<file path="config.mk">
export PLATFORM = sky130hd
export DESIGN_NAME = huffman_canon_decoder
export DESIGN_NICKNAME = d
export VERILOG_FILES = /design/src/rtl/huffman_pkg.sv /design/src/rtl/huffman_canon_table.sv /design/src/rtl/huffman_canon_decoder.sv
export SDC_FILE = /design/constraint.sdc
export NUM_CORES = 2
export LEC_CHECK = 0
export BUFFER_PORTS_ARGS = -buffer_cell sky130_fd_sc_hd__buf_4
export CORE_ASPECT_RATIO = 0.7
export CORE_MARGIN = 2
export CORE_UTILIZATION = 60
export CTS_BUF_LIST = sky130_fd_sc_hd__clkbuf_4 sky130_fd_sc_hd__clkbuf_8
export CTS_CLUSTER_DIAMETER = 120
export DETAILED_ROUTE_END_ITERATION = 10
export PLACE_DENSITY = 0.76
export SLEW_MARGIN = 30
export SYNTH_ARGS = -nofsm -noshare
export SYNTH_HDL_FRONTEND = slang
export SYNTH_SLANG_ARGS = --single-unit
</file>
<file path="constraint.sdc">
create_clock -name clk -period 12.58 [get_ports clk]
set_clock_uncertainty 0.2 [all_clocks]
set_input_delay 2.516 -clock clk [delete_from_list [all_inputs] [get_ports clk]]
set_output_delay 2.516 -clock clk [all_outputs]
set_load 0.03 [all_outputs]
</file>
<file path="src/rtl/huffman_pkg.sv">
// Shared defaults, FSM state encoding and width helper for the canonical-Huffman decoder.
package huffman_pkg;

   localparam int SYM_W_DEF   = 8;
   localparam int MAX_LEN_DEF = 8;

   typedef enum logic [2:0] {
      IDLE,
      BUILD,
      DECODE,
      EMIT,
      ERROR
   } state_t;

   // Width of an index that can address lengths 0..max_len.
   function automatic int len_addr_w(input int max_len);
      return $clog2(max_len + 1);
   endfunction

endpackage

</file>
<file path="src/rtl/huffman_canon_table.sv">
// Per-length count table plus the first-code / rank-offset tables derived from it,
// filled one length per cycle while build_en is high.
module huffman_canon_table
   import huffman_pkg::*;
#(
   parameter int SYM_W   = SYM_W_DEF,
   parameter int MAX_LEN = MAX_LEN_DEF
) (
   input  logic                            clk,
   input  logic                            n_rst,
   input  logic                            cnt_we,
   input  logic [len_addr_w(MAX_LEN)-1:0]  cnt_addr,
   input  logic [SYM_W:0]                  cnt_data,
   input  logic                            build_clr,
   input  logic                            build_en,
   input  logic [len_addr_w(MAX_LEN)-1:0]  len,
   output logic [SYM_W:0]                  count,
   output logic [SYM_W:0]                  first,
   output logic [SYM_W:0]                  offs,
   output logic                            done
);

   localparam int AW = len_addr_w(MAX_LEN);
   localparam int W  = SYM_W + 1;

   logic [W-1:0] count_mem [0:MAX_LEN];
   logic [W-1:0] first_mem [0:MAX_LEN];
   logic [W-1:0] offs_mem  [0:MAX_LEN];

   logic [AW-1:0] idx_reg;
   logic [W-1:0]  c_reg;
   logic [W-1:0]  o_reg;

   // Table storage carries no reset; the write gate lives in the top level.
   always_ff @(posedge clk) begin
      if (cnt_we && (cnt_addr != '0) && (cnt_addr <= AW'(MAX_LEN)))
         count_mem[cnt_addr] <= cnt_data;
      if (build_en) begin
         first_mem[idx_reg] <= c_reg;
         offs_mem[idx_reg]  <= o_reg;
      end
   end

   always_ff @(posedge clk) begin
      if (!n_rst || build_clr) begin
         idx_reg <= AW'(1);
         c_reg   <= '0;
         o_reg   <= '0;
      end else if (build_en) begin
         idx_reg <= idx_reg + AW'(1);
         c_reg   <= (c_reg + count_mem[idx_reg]) << 1;
         o_reg   <= o_reg + count_mem[idx_reg];
      end
   end

   assign done  = build_en && (idx_reg == AW'(MAX_LEN));
   assign count = count_mem[len];
   assign first = first_mem[len];
   assign offs  = offs_mem[len];

endmodule

</file>
<file path="src/rtl/huffman_canon_decoder.sv">
// Serial canonical-Huffman decoder: one code bit per cycle in, one symbol per
// codeword out over valid/ready, with a sticky error on an unmatched code.
module huffman_canon_decoder
   import huffman_pkg::*;
#(
   parameter int SYM_W   = SYM_W_DEF,
   parameter int MAX_LEN = MAX_LEN_DEF
) (
   input  logic                            clk,
   input  logic                            n_rst,
   input  logic                            cnt_we,
   input  logic [len_addr_w(MAX_LEN)-1:0]  cnt_addr,
   input  logic [SYM_W:0]                  cnt_data,
   input  logic                            sym_we,
   input  logic [SYM_W-1:0]                sym_addr,
   input  logic [SYM_W-1:0]                sym_data,
   input  logic                            start,
   input  logic                            flush,
   input  logic                            bit_in,
   input  logic                            bit_valid,
   output logic                            bit_ready,
   output logic [SYM_W-1:0]                sym_out,
   output logic                            sym_valid,
   input  logic                            sym_ready,
   output logic                            busy,
   output logic                            err_flag
);

   localparam int AW = len_addr_w(MAX_LEN);
   localparam int W  = SYM_W + 1;

   state_t state_reg, state_next;

   logic [MAX_LEN-1:0] code_reg;
   logic [AW-1:0]      len_reg;
   logic [SYM_W-1:0]   symtab [0:2**SYM_W-1];

   logic [MAX_LEN-1:0] code_next;
   logic [AW-1:0]      len_next;
   logic [W-1:0]       tab_count, tab_first, tab_offs, diff;
   logic [SYM_W-1:0]   rd_addr;
   logic               build_done, take, hit, overrun, start_ok, cfg_ok;

   assign cfg_ok    = (state_reg == IDLE);
   assign start_ok  = start && !flush && (state_reg == IDLE || state_reg == ERROR);
   assign bit_ready = (state_reg == DECODE);
   assign busy      = (state_reg != IDLE);
   assign take      = bit_valid && bit_ready;

   assign code_next = {code_reg[MAX_LEN-2:0], bit_in};
   assign len_next  = len_reg + AW'(1);

   huffman_canon_table #(
      .SYM_W   (SYM_W),
      .MAX_LEN (MAX_LEN)
   ) u_table (
      .clk       (clk),
      .n_rst     (n_rst),
      .cnt_we    (cnt_we && cfg_ok),
      .cnt_addr  (cnt_addr),
      .cnt_data  (cnt_data),
      .build_clr (start_ok),
      .build_en  (state_reg == BUILD),
      .len       (len_next),
      .count     (tab_count),
      .first     (tab_first),
      .offs      (tab_offs),
      .done      (build_done)
   );

   // Unsigned wrap makes codes below first[len] look huge, so one compare suffices.
   assign diff    = W'(code_next) - tab_first;
   assign hit     = take && (diff < tab_count);
   assign overrun = take && !hit && (len_next == AW'(MAX_LEN));
   assign rd_addr = SYM_W'(tab_offs + diff);

   always_comb begin
      state_next = state_reg;
      case (state_reg)
         IDLE:    if (start)      state_next = BUILD;
         BUILD:   if (build_done) state_next = DECODE;
         DECODE: begin
            if (hit)          state_next = EMIT;
            else if (overrun) state_next = ERROR;
         end
         EMIT:    if (sym_ready)  state_next = DECODE;
         ERROR:   if (start)      state_next = BUILD;
         default:                 state_next = IDLE;
      endcase
      if (flush)
         state_next = IDLE;
   end

   always_ff @(posedge clk) begin
      if (sym_we && cfg_ok)
         symtab[sym_addr] <= sym_data;
   end

   always_ff @(posedge clk) begin
      if (!n_rst) begin
         state_reg <= IDLE;
         code_reg  <= '0;
         len_reg   <= '0;
         sym_valid <= 1'b0;
         sym_out   <= '0;
         err_flag  <= 1'b0;
      end else begin
         state_reg <= state_next;
         if (flush) begin
            code_reg  <= '0;
            len_reg   <= '0;
            sym_valid <= 1'b0;
         end else begin
            if (start_ok) begin
               err_flag <= 1'b0;
               code_reg <= '0;
               len_reg  <= '0;
            end
            if (take) begin
               if (hit) begin
                  sym_out   <= symtab[rd_addr];
                  sym_valid <= 1'b1;
                  code_reg  <= '0;
                  len_reg   <= '0;
               end else if (overrun) begin
                  err_flag <= 1'b1;
                  code_reg <= '0;
                  len_reg  <= '0;
               end else begin
                  code_reg <= code_next;
                  len_reg  <= len_next;
               end
            end
            if (state_reg == EMIT && sym_ready)
               sym_valid <= 1'b0;
         end
      end
   end

endmodule

</file>
Word level (Yosys, flattened, before mapping)
Memories as Yosys holds them, arrays and structs flattened. A register that Yosys moved wholly into a read port is not among the register bits.
Cells that the tools add are included.
{"block": "word_totals", "regBits": 37, "ram_bits": 2282, "memories": 4, "input_bits": 38}
{"name": "symtab", "depth": 256, "word_bits": 8, "rd": 1, "rd_ports_with_merged_regs": 1, "wr": 1, "line": "huffman_canon_decoder.sv:36", "source": "logic [SYM_W-1:0] symtab [0:2**SYM_W-1];"}
{"name": "u_table.count_mem", "depth": 9, "word_bits": 9, "rd": 2, "rd_ports_with_merged_regs": 1, "wr": 1, "line": "huffman_canon_table.sv:26", "source": "logic [W-1:0] count_mem [0:MAX_LEN];"}
{"name": "u_table.offs_mem", "depth": 9, "word_bits": 9, "rd": 1, "rd_ports_with_merged_regs": 0, "wr": 1, "line": "huffman_canon_table.sv:28", "source": "logic [W-1:0] offs_mem [0:MAX_LEN];"}
{"name": "u_table.first_mem", "depth": 9, "word_bits": 8, "rd": 1, "rd_ports_with_merged_regs": 0, "wr": 1, "line": "huffman_canon_table.sv:27", "source": "logic [W-1:0] first_mem [0:MAX_LEN];"}
{"block": "op_classes", "addsub": 6, "n_eq_ne": 10, "muxes": 26, "n_bitwise": 2, "reduce_logical": 28, "order_cmp": 2}
{"operator": "2-to-1 mux 7 bit", "n": 4}
{"operator": "2-to-1 mux 4 bit", "n": 6}
{"operator": "adder 8 bit", "n": 2}
{"operator": "2-to-1 mux 3 bit", "n": 5}
{"operator": "logical AND 1 bit", "n": 12}
{"operator": "case mux 3 bit (4 select lines)", "n": 1}
{"operator": "2-to-1 mux 1 bit", "n": 10}
{"operator": "adder 9 bit", "n": 1}
{"operator": "< comparator 9 bit", "n": 1}
{"operator": "subtractor 8 x 9 -> 9 bit", "n": 1}
{"operator": "adder 4 x 1 -> 4 bit, second input constant", "n": 2}
{"operator": "== test 4 bit, second input constant", "n": 2}
{"operator": "== test 3 x 2 -> 1 bit, second input constant", "n": 2}
{"operator": "less-or-equal comparator 4 bit, second input constant", "n": 1}
{"operator": "logical NOT 1 bit", "n": 4}
{"operator": "inequality test 2 bit, second input constant", "n": 2}
{"operator": "AND reduction 4 bit", "n": 1}
{"operator": "nonzero test 4 bit", "n": 1}
{"operator": "OR reduction 2 bit", "n": 2}
{"operator": "== test 3 x 1 -> 1 bit, second input constant", "n": 1}
{"operator": "== test 3 bit, second input constant", "n": 1}
{"operator": "logical NOT 3 bit", "n": 1}
{"operator": "inequality test 3 x 1 -> 1 bit, second input constant", "n": 1}
{"operator": "AND reduction 3 bit", "n": 1}
{"operator": "other kinds (7)", "n": 9}

Longest topological paths before layout
An unclocked memory read counts as a cell.
{"block": "depth", "ltp_word": 11, "ltp_mapped": 26}

By module
A second synthesis with hierarchy kept.
{"block": "hier_totals", "hier_cells": 4735, "hier_area_um2": 92662.6}
{"module": "huffman_canon_decoder", "cells_per_inst": 4100, "instances": 1, "area_per_inst_um2": 81562.0}
{"module": "huffman_canon_table", "cells_per_inst": 635, "instances": 1, "area_per_inst_um2": 11100.6}

Least setup slack after synthesis
No wires, ideal clock.
{"block": "synth_path", "path_type": "flip-flop to flip-flop", "startpoint": "register len_reg[0]", "endpoint": "register sym_out[4] (read register of symtab)", "path_buffers": 5, "t_arrival_ns": 5.481, "setup_slack_ns": 6.763, "required_ns": 12.245, "period_less_slack_ns": 5.817, "setup_time_ns": 0.135, "path_stages_with_launch": 21, "cell_sequence": "dfxtp_1 -> buf_2 -> buf_1 -> buf_1 -> mux4_2 -> mux2i_1 -> o21ai_0 -> ha_1 -> fa_1 -> inv_1 -> ha_1 -> buf_2 -> a211o_1 -> nand2_1 -> nand2_2 -> buf_2 -> nor2_2 -> a32oi_1 -> a32o_1 -> o41ai_1 -> o22ai_1"}
{"block": "synth_via", "elab_chain_len": 6, "elab_cells_between_ends": 9}
{"item": "from (decl)", "line": "huffman_canon_decoder.sv:35", "source": "logic [AW-1:0] len_reg;"}
{"item": "from (signal assigned)", "line": "huffman_canon_decoder.sv:131", "source": "len_reg <= len_next;"}
{"item": "adder 4 x 1 -> 4 bit (*)", "line": "huffman_canon_decoder.sv:51", "source": "assign len_next = len_reg + AW'(1);"}
{"item": "memory read (9 x 8 bit)"}
{"item": "subtractor 8 x 9 -> 9 bit", "line": "huffman_canon_decoder.sv:72", "source": "assign diff = W'(code_next) - tab_first;"}
{"item": "< comparator 9 bit", "line": "huffman_canon_decoder.sv:73", "source": "assign hit = take && (diff < tab_count);"}
{"item": "logical AND 1 bit", "line": "huffman_canon_decoder.sv:73"}
{"item": "AND reduction 3 bit (no source line)"}
{"item": "to (decl)", "line": "huffman_canon_decoder.sv:22", "source": "output logic [SYM_W-1:0] sym_out,"}
Every way passes the cells marked *; elsewhere a longest branch is shown, timed or not.
A chain may end at the register's enable or synchronous reset.

Final worst setup path
Ends and elaborated chain as after synthesis.

==> flow_summary.json <==
{
  "status": "finished clean",
  "wirelength_mm": 219.3,
  "finalSetupTns_ns": 0,
  "die_h_um": 330.6,
  "synth_xor_area_share_pct": 0.2942,
  "drt-vias-per-instance": 6.771,
  "regMostFlops": "symtab",
  "placedCellCount": 6245,
  "cap_violations": 0,
  "crit_arrival_ns": 8.94,
  "cp.required_ns": 13.26,
  "numCtsBuffers": 338,
  "leakage_nw": 31.39,
  "clkLatencyLatePin_ns": 1.08,
  "overflow": 0,
  "fin_cells": 6833,
  "period_needed_ns": 8.259,
  "synth_top_area_share_pct": 74.65,
  "worstPathCellList": "ha_2 > buf_4 > mux4_2 > mux2i_1 > o21ai_0 > ha_1 > fa_1 > inv_1 > ha_1 > a211o_1 > nand2_1 > nand2_4 > nor2_2 > a32oi_1 > a32o_1 > o41ai_1 > o22ai_1",
  "drtAntennaViolNets": 0,
  "synth_cells": 4371,
  "clkSlewWorstSetupHoldPaths_ns": 0.07,
  "row_count": 119,
  "cts.sinks": 2321,
  "synth_top_family_by_area": "multiplexers",
  "root_buffer": "clkbuf_8",
  "cts_resized": 0,
  "yosys_warnings": 0,
  "start_kind": "flop",
  "seq_area_um2": 69220,
  "dominantRegCellSynth": "edfxtp_1",
  "synthTopCellsByCount": "2,273 x edfxtp_1, 643 x mux4_2, 329 x nor2_1",
  "worstSetupEndpointType": "flop",
  "io_pins": 50,
  "multiInputGateArea_um2": 21410,
  "fillers": 9146,
  "drc": 0,
  "portBuffers": 49,
  "drv_slew": 0,
  "synthTopCellsByArea": "edfxtp_1 75%, mux4_2 16%, nor2_1 1.4%",
  "fin_nets": 4675,
  "yosys.area_share.simple_pct": 3.238,
  "netlist_area_um2": 91440,
  "muxShareOfSynthArea_pct": 16.82,
  "worst-path-max-fanout": 39,
  "timing_hold_violations_final": 0,
  "worst-path-buf-inv": 2,
  "power_density_nw_per_um2": 155.5,
  "slowest_stage": "o41ai_1",
  "antenna_found_initial": 6,
  "start_util_pct": 60.62,
  "synth.distinct_cells": 63,
  "cts_buffer_depth": 4,
  "syn_area_per_cell_um2": 20.92,
  "fin_crit_sh_pct": 65.66,
  "async_flop_share_pct": 0,
  "dr.pass1.iters": 6,
  "p_total_mw": 15.65,
  "fp.dieW_um": 470.6,
  "grt_pass1_wl_mm": 316.4,
  "grt_max_degree": 154,
  "top_regs": "symtab: 2048 flops, u_table.count_mem: 81 flops",
  "ys_seq_area_share_pct": 75.70,
  "gp_congestion": 0.8804,
  "synth_edf_count": 2273,
  "worstMarginPinSlew_ns": 1.117,
  "setup_viol": 0,
  "htree_levels": 5,
  "rsz0062_at_grt": "no",
  "ys_ff_latch": 2321,
  "dp_worst_setup_slack_ns": 4.271,
  "wl_per_cell_um": 32.09,
  "drive_gt1_share_pct": 27.27,
  "cts_tree": "done",
  "fin_ws_ns": 4.321,
  "drt-initial-drc-count": 7098,
  "crit_family": "compound AO/OA/AOI/OAI gates",
  "cts_hold_buf": 0,
  "crit_top_cell": "ha_1",
  "num_vias": 46270,
  "synth_compound_area_share_pct": 2.070,
  "track_usage_pct": 28.50,
  "timing.fmax_mhz": 121.1,
  "critPathMaxStageDelay_ns": 0.81,
  "area_delta_synth_final_pct": 10.06,
  "yosysMostFrequentCell": "edfxtp_1",
  "whs_ns": 0.2750,
  "synth-adder-area-share_pct": 0.6623,
  "place.detailed.hpwl_mm": 129.4,
  "synth_top_area_cell": "edfxtp_1",
  "largest_reg_flops": 2048,
  "cts_setup_buffers": 0,
  "vdd_drop_max_v": 0.0001323,
  "hp-class": "flop to flop",
  "path_class": "flop to flop",
  "core_um2": 150800,
  "max_slew_margin_pct": 24.74,
  "first_global_vias": 45180,
  "die_area_um2": 155600
}
[worst min-delay path, cell delays in order, from the launching register on]
cell and delay [ns]:
dfxtp_1 0.31, inv_1 0.04, o22ai_1 0.07
[power breakdown]
group	leakage, nW	switching, mW	internal [mW]
Combinational	7.18	0.845	0.487
Sequential	20.9	0.0126	8.50
Clock	3.34	2.80	3.01
[area by class of cell]
type | instances | share of cell area (%)
well taps | 1996 | 2.482
flip-flops and latches | 2321 | 68.78
multi-input cells | 1786 | 21.27
diodes | 7 | 0.01741
repair buffers | 114 | 1.052
clock inverters | 133 | 0.7733
clock buffers | 446 | 5.515
inverters | 30 | 0.1119
[cell usage in the layout, fill, tap and decap left out, types with 9 or more instances in the layout]
master         n
conb_1         9
dfxtp_1       47
a211oi_1      10
xnor2_1       15
a32o_1         9
clkinv_1      77
inv_1         30
clkinv_2      37
nor2_2        12
clkbuf_4      94
a32oi_1       32
edfxtp_1    2273
nand2_1      220
ha_1          40
nor2b_1       13
mux4_2       643
nor2_1       319
a21o_1        10
buf_4         91
nor3_1        11
clkbuf_8     358
o21a_1        14
clkinvlp_4     9
a22oi_1       16
nand3_1       57
a21oi_1       47
and3_1        13
o211ai_1      22
o21ai_0       49
mux2i_1       89
o22ai_1        9
[stage by stage]
step	utilization, %	area (um^2)
2_1_floorplan	-	91470
6_report	66.73	100600
4_1_cts	66.64	100500
3_5_place_dp	62.44	94180
3_3_place_gp	62.40	94120
5_1_grt	66.72	100600
[final timing paths]
kind | start | to | slack (ns) | cells after the start
max reg2reg | len_reg[0] | sym_out[4] | 4.32 | 17
min reg2reg | err_flag | err_flag | 0.28 | 2
max | len_reg[0] | sym_out[4] | 4.32 | 17
min | err_flag | err_flag | 0.28 | 2
[routing by layer]
layer  global-route usage [%]  part of all wire [%]  routed length (um)  vias up
met5                        0                 0.050                 109        -
met4                    7.735                   2.1                4694        4
met3                    10.12                    15               31860      339
met2                    39.93                    44               96080     3263
met1                    43.18                    39               86550    24110
li1                         -                     -                   -    18550
[cell families after synthesis]
| group | after synthesis |
|---|---|
| mux | 733 |
| xor+xnor | 27 |
| fa+ha+maj | 46 |
| flops | 2321 |
| buf+inv | 272 |
| compound gates | 267 |
| simple gates | 704 |
| other cells | 1 |
(Power assumes the default switching activity.)
